===== config.mk =====
export PLATFORM = sky130hd
export DESIGN_NAME = fifo_ptr_ctrl
export DESIGN_NICKNAME = d
export VERILOG_FILES = /design/src/rtl/fifo_ptr_ctrl.sv
export SDC_FILE = /design/constraint.sdc
export NUM_CORES = 1
export LEC_CHECK = 0
export ABC_CLOCK_PERIOD_IN_PS = 4950
export CORE_ASPECT_RATIO = 1.4
export CORE_UTILIZATION = 50
export CTS_BUF_LIST = sky130_fd_sc_hd__clkbuf_8
export DETAILED_ROUTE_END_ITERATION = 10
export PLACE_DENSITY = 0.89
export SLEW_MARGIN = 20
export SYNTH_ARGS = -nofsm -noshare
export SYNTH_HDL_FRONTEND = slang
export SYNTH_SLANG_ARGS = --single-unit

===== constraint.sdc =====
create_clock -name clk -period 4.95 [get_ports clk]
set_input_delay 0.7425 -clock clk [delete_from_list [all_inputs] [get_ports clk]]
set_output_delay 0.7425 -clock clk [all_outputs]
set_load 0.03 [all_outputs]

===== src/rtl/fifo_ptr_ctrl.sv =====
// Pointer, occupancy and flag controller for a 2**ADDR_W-word FIFO storage bank.
// Accept decisions use the registered full/empty state; every flag is registered from count_next.
module fifo_ptr_ctrl #(
    parameter int ADDR_W    = 8,
    parameter int AFULL_TH  = 240,
    parameter int AEMPTY_TH = 16
) (
    input  logic              clk,
    input  logic              rst_n,
    input  logic              wr_req,
    input  logic              rd_req,
    input  logic              clr,
    output logic              mem_we,
    output logic [ADDR_W-1:0] waddr,
    output logic              mem_re,
    output logic [ADDR_W-1:0] raddr,
    output logic              rd_valid,
    output logic              full,
    output logic              empty,
    output logic              almost_full,
    output logic              almost_empty,
    output logic [ADDR_W:0]   count,
    output logic              ovf,
    output logic              udf
);

    localparam int              DEPTH     = 2 ** ADDR_W;
    localparam logic [ADDR_W:0] DEPTH_C   = (ADDR_W + 1)'(DEPTH);
    localparam logic [ADDR_W:0] AFULL_C   = (ADDR_W + 1)'(AFULL_TH);
    localparam logic [ADDR_W:0] AEMPTY_C  = (ADDR_W + 1)'(AEMPTY_TH);
    localparam logic [ADDR_W:0] ONE_C     = (ADDR_W + 1)'(1);

    logic [ADDR_W:0] wptr_reg, wptr_next;
    logic [ADDR_W:0] rptr_reg, rptr_next;
    logic [ADDR_W:0] count_reg, count_next;
    logic            full_reg, full_next;
    logic            empty_reg, empty_next;
    logic            afull_reg, afull_next;
    logic            aempty_reg, aempty_next;
    logic            ovf_reg, ovf_next;
    logic            udf_reg, udf_next;
    logic            rd_valid_reg;

    logic wa;
    logic ra;

    assign wa = wr_req & ~full_reg & ~clr;
    assign ra = rd_req & ~empty_reg & ~clr;

    // Strobes are gated by rst_n so storage is never written while reset is held.
    assign mem_we = wa & rst_n;
    assign mem_re = ra & rst_n;

    always_comb begin
        wptr_next   = wptr_reg;
        rptr_next   = rptr_reg;
        count_next  = count_reg;
        ovf_next    = ovf_reg;
        udf_next    = udf_reg;
        if (clr) begin
            wptr_next  = '0;
            rptr_next  = '0;
            count_next = '0;
            ovf_next   = 1'b0;
            udf_next   = 1'b0;
        end else begin
            if (wa) wptr_next = wptr_reg + ONE_C;
            if (ra) rptr_next = rptr_reg + ONE_C;
            if (wa && !ra) count_next = count_reg + ONE_C;
            if (ra && !wa) count_next = count_reg - ONE_C;
            ovf_next = ovf_reg | (wr_req & full_reg);
            udf_next = udf_reg | (rd_req & empty_reg);
        end
        full_next   = (count_next == DEPTH_C);
        empty_next  = (count_next == '0);
        afull_next  = (count_next >= AFULL_C);
        aempty_next = (count_next <= AEMPTY_C);
    end

    always_ff @(posedge clk or negedge rst_n) begin
        if (!rst_n) begin
            wptr_reg     <= '0;
            rptr_reg     <= '0;
            count_reg    <= '0;
            full_reg     <= 1'b0;
            empty_reg    <= 1'b1;
            afull_reg    <= 1'b0;
            aempty_reg   <= 1'b1;
            ovf_reg      <= 1'b0;
            udf_reg      <= 1'b0;
            rd_valid_reg <= 1'b0;
        end else begin
            wptr_reg     <= wptr_next;
            rptr_reg     <= rptr_next;
            count_reg    <= count_next;
            full_reg     <= full_next;
            empty_reg    <= empty_next;
            afull_reg    <= afull_next;
            aempty_reg   <= aempty_next;
            ovf_reg      <= ovf_next;
            udf_reg      <= udf_next;
            rd_valid_reg <= ra;
        end
    end

    assign waddr        = wptr_reg[ADDR_W-1:0];
    assign raddr        = rptr_reg[ADDR_W-1:0];
    assign count        = count_reg;
    assign full         = full_reg;
    assign empty        = empty_reg;
    assign almost_full  = afull_reg;
    assign almost_empty = aempty_reg;
    assign ovf          = ovf_reg;
    assign udf          = udf_reg;
    assign rd_valid     = rd_valid_reg;

endmodule


== After elaboration in Yosys (flattened, before gate mapping) ==
Index checks and enable logic that the tools add are counted.

* Register bits: 34
* Bits in latches: 0
* Memory bits (writable): 0
* ROM bits: 0
* Bits of input ports: 5
* Word-level logic and storage cells: 46
* Memories: 0

* Add/subtract/negate cells: 4
* Multiply operators: 0
* Div/mod/pow operators: 0
* $lt $le $gt $ge: 2
* Equal/unequal tests: 1
* Shift-type cells: 0
* Muxes and demuxes: 9
* Bitwise gates (word level): 13
* Reduce and logical (&&, ||, !) cells: 7

{| class="wikitable"
|+ Operator list
! kind !! count
|-
| $mux 9 || 7
|-
| $add 9x1->9 const B || 3
|-
| $eq 9x9->1 const B || 1
|-
| $ge 9x8->1 const B || 1
|-
| $le 9x5->1 const B || 1
|-
| $logic_not 9->1 || 1
|-
| $sub 9x1->9 const B || 1
|-
| $and 1x1->1 || 8
|-
| $reduce_bool 2->1 || 2
|-
| $not 1->1 || 3
|-
| $logic_and 1x1->1 || 2
|-
| $logic_not 1->1 || 2
|-
| $mux 1 || 2
|-
| $or 1x1->1 || 2
|}

== Logic depth before layout (Yosys ltp) ==
Gate-level depths: netlist of the first run.

* Depth after elaboration: 9
* Gate-level depth with buffers: 8

== Worst setup path after synthesis of the first run ==
Ideal clock, no wire load.

* Kind: input to output
* From: in clr
* To: out mem_re
* Data arrival time: 1.566 ns
* Data required time: 4.208 ns
* Slack: 2.641 ns
* Stages: 4
* Buffers on the path: 2
* Cell sequence: buf_4 > buf_6 > nand2b_1 > nor2_1

* Cells in the longest elaborated chain, start to end: 3

{| class="wikitable"
|+ Ends and longest elaborated chain
! element !! RTL line !! source
|-
| start, declared || 12 || <nowiki>input logic clr,</nowiki>
|-
| $not 1->1 || 48 || <nowiki>assign ra = rd_req & ~empty_reg & ~clr;</nowiki>
|-
| $and 1x1->1 || 48 ||
|-
| $and 1x1->1 || 52 || <nowiki>assign mem_re = ra & rst_n;</nowiki>
|-
| end, declared || 15 || <nowiki>output logic mem_re,</nowiki>
|}

No other way between the ends.

== Worst setup path after layout of the first run ==
* From: in rst_n
* To: out mem_re

* Cells in the longest elaborated chain, start to end: 1

{| class="wikitable"
|+ Ends and longest elaborated chain
! element !! RTL line !! source
|-
| start, declared || 9 || <nowiki>input logic rst_n,</nowiki>
|-
| $and 1x1->1 || 52 ||
|}

No other way between the ends.

==> results of run 1 <==
==> layout make-up <==
type / count / area share (%)
Inverter: 6 / 1.020
Tap cell: 40 / 2.268
Clock inverter: 2 / 0.3968
Multi-Input combinational cell: 128 / 38.89
Sequential cell: 32 / 36.39
Clock buffer: 5 / 3.118
Timing Repair Buffer: 40 / 17.91
==> critical path, delay by kind of cell <==
kind | cells | cell delay [ns]
simple gates | 2 | 0.22
buf+inv | 3 | 1.47
==> power by group <==
| part | total (mW) | internal [mW] | switching (mW) |
|---|---|---|---|
| combinational | 0.350 | 0.147 | 0.203 |
| sequential | 0.350 | 0.301 | 0.0487 |
| clock | 0.183 | 0.0932 | 0.0894 |
| total | 0.882 | 0.541 | 0.341 |
==> final timing paths <==
kind,from,slack [ns],end,cells after the start
min in group asynchronous,rst_n,0.85,ovf,2
max reg2reg,empty,2.78,almost_empty,6
max in group asynchronous,rst_n,3.79,empty,2
max,rst_n,1.76,mem_re,5
min reg2reg,ovf,0.51,ovf,2
min,ovf,0.51,ovf,2
==> layout by cell type (no fill, tap or decap), drive strengths merged <==
| cell type | n |
|---|---|
| nand3 | 6 |
| nand3b | 1 |
| a211oi | 1 |
| a31oi | 1 |
| clkdlybuf4s50 | 38 |
| and3 | 4 |
| nor4b | 1 |
| ha | 4 |
| nor4 | 1 |
| buf | 2 |
| or2 | 1 |
| nand4b | 1 |
| xor2 | 11 |
| dfstp | 2 |
| nand2b | 3 |
| nor2b | 3 |
| clkbuf | 5 |
| and2 | 1 |
| xnor2 | 7 |
| inv | 7 |
| nand4 | 6 |
| clkinv | 1 |
| nand2 | 16 |
| dfrtp | 30 |
| and4 | 1 |
| a21oi | 8 |
| a41o | 1 |
| o211ai | 1 |
| a32oi | 1 |
| or3 | 2 |
| mux2i | 4 |
| a22oi | 1 |
| o22ai | 2 |
| and2b | 1 |
| o21ai | 5 |
| nor2 | 28 |
| a22o | 1 |
| nor3 | 4 |
==> cells by family (layout without fill, tap and decap cells) <==
| logic type | count (synthesis) | after routing | share of synthesized area (%) |
|---|---|---|---|
| xor+xnor | 18 | 18 | 9.032 |
| fa+ha+maj | 4 | 4 | 2.867 |
| flops | 32 | 32 | 46.02 |
| buf+inv | 14 | 53 | 4.802 |
| mux | 4 | 4 | 2.509 |
| compound gates | 22 | 22 | 7.957 |
| simple gates | 80 | 80 | 26.81 |
==> through the flow <==
stage                     setup WS [ns]  hold WS [ns]  power (mW)
after floorplan                   2.641        0.4469      0.5935
after global placement            1.737        0.4892      0.6931
after detailed placement          1.719        0.4902      0.7007
after CTS                         1.718        0.5155      0.8890
after global routing              1.607        0.5434      0.9270
final                             1.765        0.5090      0.8819
==> routing by layer <==
| metal | vias to the layer above | part of all wire (%) | track usage [%] |
|---|---|---|---|
| met1 | 669 | 39 | 24.40 |
| li1 | 669 | - | - |
| met4 | 0 | 2.0 | 9.610 |
| met2 | 37 | 53 | 37.61 |
| met5 | - | 0 | 0 |
| met3 | 6 | 5.4 | 5.870 |
==> results.tsv, run 1 <==
metric	value	unit
DRC errors left	0	
Hold Vio Cnt, Final	0	
Crit Path Class	in2out	
Resized cells post-CTS	0	
Final Max Tran Viols	0	
Layout Utilization	65.94	%
crit path max-delay cell type	clkdlybuf4s50_1	
Ports	39	
fin area	2207	um2
vias per std cell	5.458	
drt total wl	3567	um
run status	finished, final reports clean	
global-route wire length before repair	5878	um
maximum VDD drop	0.3456	mV
CP startpoint kind	input port	
Setup TNS Final	0	ns
Placed Area	2130	um2
post-synth net total	183	
count leader, synth	dfrtp_1	
post-detailed-route count of antenna-violating nets	0	
H-tree Lvls	2	
Die W	51.94	um
vias in the first global route	1331	
fin crit period	3.185	ns
ys async rst share	100.0	%
n_diodes	0	
CP peak stage delay	0.67	ns
Final period util	64.35	%
CTS Sinks	32	
synthesized flop and latch total	32	
register area share after synthesis	46.02	%
cells along the critical path	clkdlybuf4s50_1 -> buf_4 -> nand2b_1 -> nor2_1 -> clkdlybuf4s50_1	
number of flops mapped to enable cells by yosys	0	
largest net degree at the start of global routing	36	
Nets	222	
detailed-route wire length per cell	14.10	um
Syn Area/Cell	10.03	um2
# setup viols final	0	
antenna violations before repair	0	
Vias	1381	
Die Ht	71.91	um
CTS tree	done	
Fillers	256	
clock latency on the worst-skew pair	0.29	ns
Synth area leader	dfrtp_1	
count of warnings emitted by yosys	0	
Hold Buf Count CTS	0	
Pre-antenna DRT Iters	5	
Starting Density	52.15	%
GRT overflow	0	
Slew HR	73.91	%
post-DP HPWL	2526	um
max reg flops	9	
Post-CTS Setup Bufs	0	
cts bufs inserted	5	
Synth Instances	174	
Worst setup EP type	output pin	
PwrDens	399.6	nW/um2
area of the multi-input gates	858.3	um2
P_leak	0.9581	nW
Placed Cells	246	
synthesized area	1745	um2
Seq. cell area	803.3	um2
most frequent cells after synthesis	dfrtp_1 (30), nor2_1 (26), nand2_1 (16), xor2_1 (11), a21oi_1 (8)	
Tightest Pin Transition	0.3913	ns
CP dominant cell by count	clkdlybuf4s50_1	
P&R area growth vs syn	26.45	%
clk root buf	clkbuf_8	
crit path DAT	2.44	ns
CORE AREA	3347	um2
Non-Filler Instances	253	
RD Place Congestion	0.7889	
number of max-cap violations	0	
share of the synthesized area in the top cell type	43.01	%
Clock Pin Slew Worst Setup and Hold Paths	0.06	ns
min-delay worst type	reg2reg	
Cell Rows	25	
DR iter-0 viols	56	
CP Max Fanout	33	
synth unique cells	45	
Crit path required time	4.21	ns
RSZ-0062 raised after global routing	no	
gr usage total	21.74	%
Synth Flop Type	dfrtp_1	
max frequency	313.9	MHz
clk buf depth	2	
die area	3735	um2
Synth area leaders	dfrtp_1 (43%), nor2_1 (5.6%), xor2_1 (5.5%)	
number of I/O port buffers	38	
layout cells sized above 1	12.21	%
Clock Skew	0.005418	ns
Note: power is estimated with default switching activity, not from simulation.
==> run 2: changes to the inputs <==
--- a/config.mk
+++ b/config.mk
@@ -5,12 +5,12 @@
 export SDC_FILE = /design/constraint.sdc
 export NUM_CORES = 1
 export LEC_CHECK = 0
-export ABC_CLOCK_PERIOD_IN_PS = 4950
+export ABC_CLOCK_PERIOD_IN_PS = 2800
 export CORE_ASPECT_RATIO = 1.4
-export CORE_UTILIZATION = 50
+export CORE_UTILIZATION = 47
 export CTS_BUF_LIST = sky130_fd_sc_hd__clkbuf_8
 export DETAILED_ROUTE_END_ITERATION = 10
-export PLACE_DENSITY = 0.89
+export PLACE_DENSITY = 0.88
 export SLEW_MARGIN = 20
 export SYNTH_ARGS = -nofsm -noshare
 export SYNTH_HDL_FRONTEND = slang
==> constraint.sdc (replaced) <==
create_clock -name clk -period 2.8 [get_ports clk]
set_input_delay 0.42 -clock clk [delete_from_list [all_inputs] [get_ports clk]]
set_output_delay 0.42 -clock clk [all_outputs]
set_load 0.03 [all_outputs]
==> run 2 against run 1 <==
Routed wire length is 4.1% higher. Largest cell class unchanged. Critical endpoint is now full. Core utilization is 0.68 points lower. Sequential share of layout area decreased by 0.94 points. Highest routed layer unchanged. Worst hold slack got worse by 0.0035 ns. Clock-buffer cell count grew 2. Clock power grew to 2.6 times the previous value. Critical path depth up 2. Power up 95%.
==> results.tsv, run 2 (synthesized netlist as in run 1, its figures left out) <==
metric	value	unit	change
drt total wl	3712	um	was 3567 um
Clock Skew	0.003287	ns	was 0.005418 ns
Tightest Pin Transition	0.4019	ns	was 0.3913 ns
commonest non-fill, non-tap cells in the layout	clkdlybuf4s50_1 (36), dfrtp_1 (30), nor2_1 (26)		was clkdlybuf4s50_1 (38), dfrtp_1 (30), nor2_1 (26)
PwrDens	759.6	nW/um2	was 399.6 nW/um2
worst reg-to-reg path cell count	6		unchanged
RD Place Congestion	0.8112		was 0.7889
Fillers	295		was 256
fin area	2266	um2	was 2207 um2
sequential fraction of design power	36.1	%	was 39.6%
cells along the critical path	clkdlybuf4s50_1 -> nor2b_4 -> nand4b_1 -> o22ai_1 -> mux2i_1 -> nand3_2 -> nor4b_2		was clkdlybuf4s50_1 -> buf_4 -> nand2b_1 -> nor2_1 -> clkdlybuf4s50_1
number of max-cap violations	0		unchanged
Starting Density	50.27	%	was 52.15%
Net Sw Frac	35.70	%	was 38.68%
CP startpoint kind	input port		unchanged
detailed-route wire length per cell	14.50	um	was 14.10 um
Slew HR	73.20	%	was 73.91%
DRC errors left	0		unchanged
Cell Rows	25		unchanged
gr usage total	22.11	%	was 21.74%
Clock Pin Slew Worst Setup and Hold Paths	0.06	ns	about the same
H-tree Lvls	2		unchanged
Crit Path Class	in2reg		was in2out
post-detailed-route count of antenna-violating nets	0		unchanged
clock latency on the worst-skew pair	0.28	ns	was 0.29 ns
Worst Hold Endpoint	ovf		unchanged
CP peak stage delay	0.54	ns	was 0.67 ns
CORE AREA	3472	um2	was 3347 um2
layout cells sized above 1	14.81	%	was 12.21%
Hold Buf Count CTS	0		unchanged
vias in the first global route	1363		was 1331
cts bufs inserted	5		unchanged
Resized cells post-CTS	0		unchanged
Non-Filler Instances	256		was 253
crit path max-delay cell type	clkdlybuf4s50_1		unchanged
Crit path required time	2.99	ns	was 4.21 ns
Final period util	78.77	%	
CP Max Fanout	10		was 33
DR iter-0 viols	43		was 56
largest net degree at the start of global routing	33		was 36
antenna violations before repair	0		unchanged
dpl ws	0.3349	ns	was 1.719 ns
maximum VDD drop	0.6671	mV	was 0.3456 mV
Pre-antenna DRT Iters	4		was 5
R2R setup slack	0.74	ns	was 2.78 ns
Hold Vio Cnt, Final	0		unchanged
Logic pwr share	36.0	%	was 39.7%
Vias	1373		was 1381
GRT overflow	0		unchanged
WHS Path Cells	2		unchanged
max reg flops	9		unchanged
P&R area growth vs syn	29.82	%	was 26.45%
internal power	1.107	mW	was 0.5408 mW
Placed Cells	248		was 246
Final Max Tran Viols	0		unchanged
min-delay worst type	reg2reg		unchanged
run status	finished, final reports clean		unchanged
clk buf depth	2		unchanged
Nets	224		was 222
max frequency	453.4	MHz	
Setup TNS Final	0	ns	unchanged
sw power	0.6145	mW	was 0.3412 mW
n_diodes	0		unchanged
RSZ-0062 raised after global routing	no		unchanged
clk root buf	clkbuf_8		unchanged
P_leak	0.9907	nW	was 0.9581 nW
# setup viols final	0		unchanged
final worst setup slack	0.5945	ns	was 1.765 ns
die area	3965	um2	was 3735 um2
Die W	53.51	um	was 51.94 um
worst flop-to-flop path endpoint	full		was almost_empty
Post-CTS Setup Bufs	0		unchanged
FF-to-FF Start	empty		unchanged
Ports	39		unchanged
CTS tree	done		unchanged
Worst setup EP type	flip-flop		was output pin
Placed Area	2140	um2	was 2130 um2
global-route wire length before repair	6168	um	was 5878 um
post-DP HPWL	2620	um	was 2526 um
CTS Sinks	32		unchanged
vias per std cell	5.363		was 5.458
Clock Power Share	27.9	%	was 20.7%
beginning of the worst hold path	ovf		unchanged
commonest non-fill, non-tap cell in the layout	clkdlybuf4s50_1		unchanged
crit path DAT	2.40	ns	was 2.44 ns
number of I/O port buffers	38		unchanged
fin crit period	2.206	ns	
Die Ht	74.11	um	was 71.91 um
-- run 2: cell types whose count changed in the layout (fill, tap and decap cells not counted) --
cell             previous run  this run
buf_4                       2         6
clkbuf_8                    5         7
clkdlybuf4s50_1            38        36
bufinv_16                   0         1
clkinv_2                    1         0
inv_1                       7         6
-- run 2: how the worst max path moves through the flow --
| stage | startpoint | endpoint | slack, ns |
|---|---|---|---|
| after floorplan | count[0] | full | 0.83 |
| after global placement | rd_req | full | 0.41 |
| after detailed placement | rd_req | full | 0.33 |
| after CTS | rd_req | full | 0.63 |
| after global routing | rd_req | full | 0.39 |
| final | rd_req | full | 0.59 |
-- run 2: worst max-delay path: cells and delay by family --
family,cells,cell delay (ns)
simple gates,4,0.94
buf+inv,1,0.54
mux,1,0.28
compound gates,1,0.21
-- run 2: final cells by class --
class,instances,area [um2],share of cell area [%]
timing repair buffer,42,405.4,17.89
inverter,6,22.52,0.9939
sequential,32,803.3,35.45
clock inverter,1,30.03,1.325
tap,40,50.05,2.209
clock buffer,7,96.34,4.252
multi-input combinational,128,858.3,37.88
-- run 2: metrics by stage --
step	hold WS, ns	utilization, %	power, mW
2_1_floorplan	0.1244	-	1.049
3_3_place_gp	0.4874	61.62	1.233
3_5_place_dp	0.4905	61.62	1.241
4_1_cts	0.5115	65.26	1.734
5_1_grt	0.5388	65.26	1.808
6_report	0.5055	65.26	1.721
-- run 2: power by group through the flow --
stage / sequential (mW) / clock (mW) / combinational (mW)
floorplan: 0.723 / 0 / 0.326
global placement: 0.627 / 0 / 0.606
detailed placement: 0.624 / 0 / 0.616
CTS: 0.619 / 0.491 / 0.624
global route: 0.632 / 0.506 / 0.671
finish: 0.621 / 0.480 / 0.620
-- run 2: per-layer routing --
layer | global-route usage [%] | up-vias | share of wire (%)
met5 | 0 | - | 0
met4 | 11.70 | 0 | 2.7
met3 | 5.521 | 7 | 3.9
met2 | 38.47 | 34 | 55
met1 | 24.05 | 659 | 39
li1 | - | 673 | -
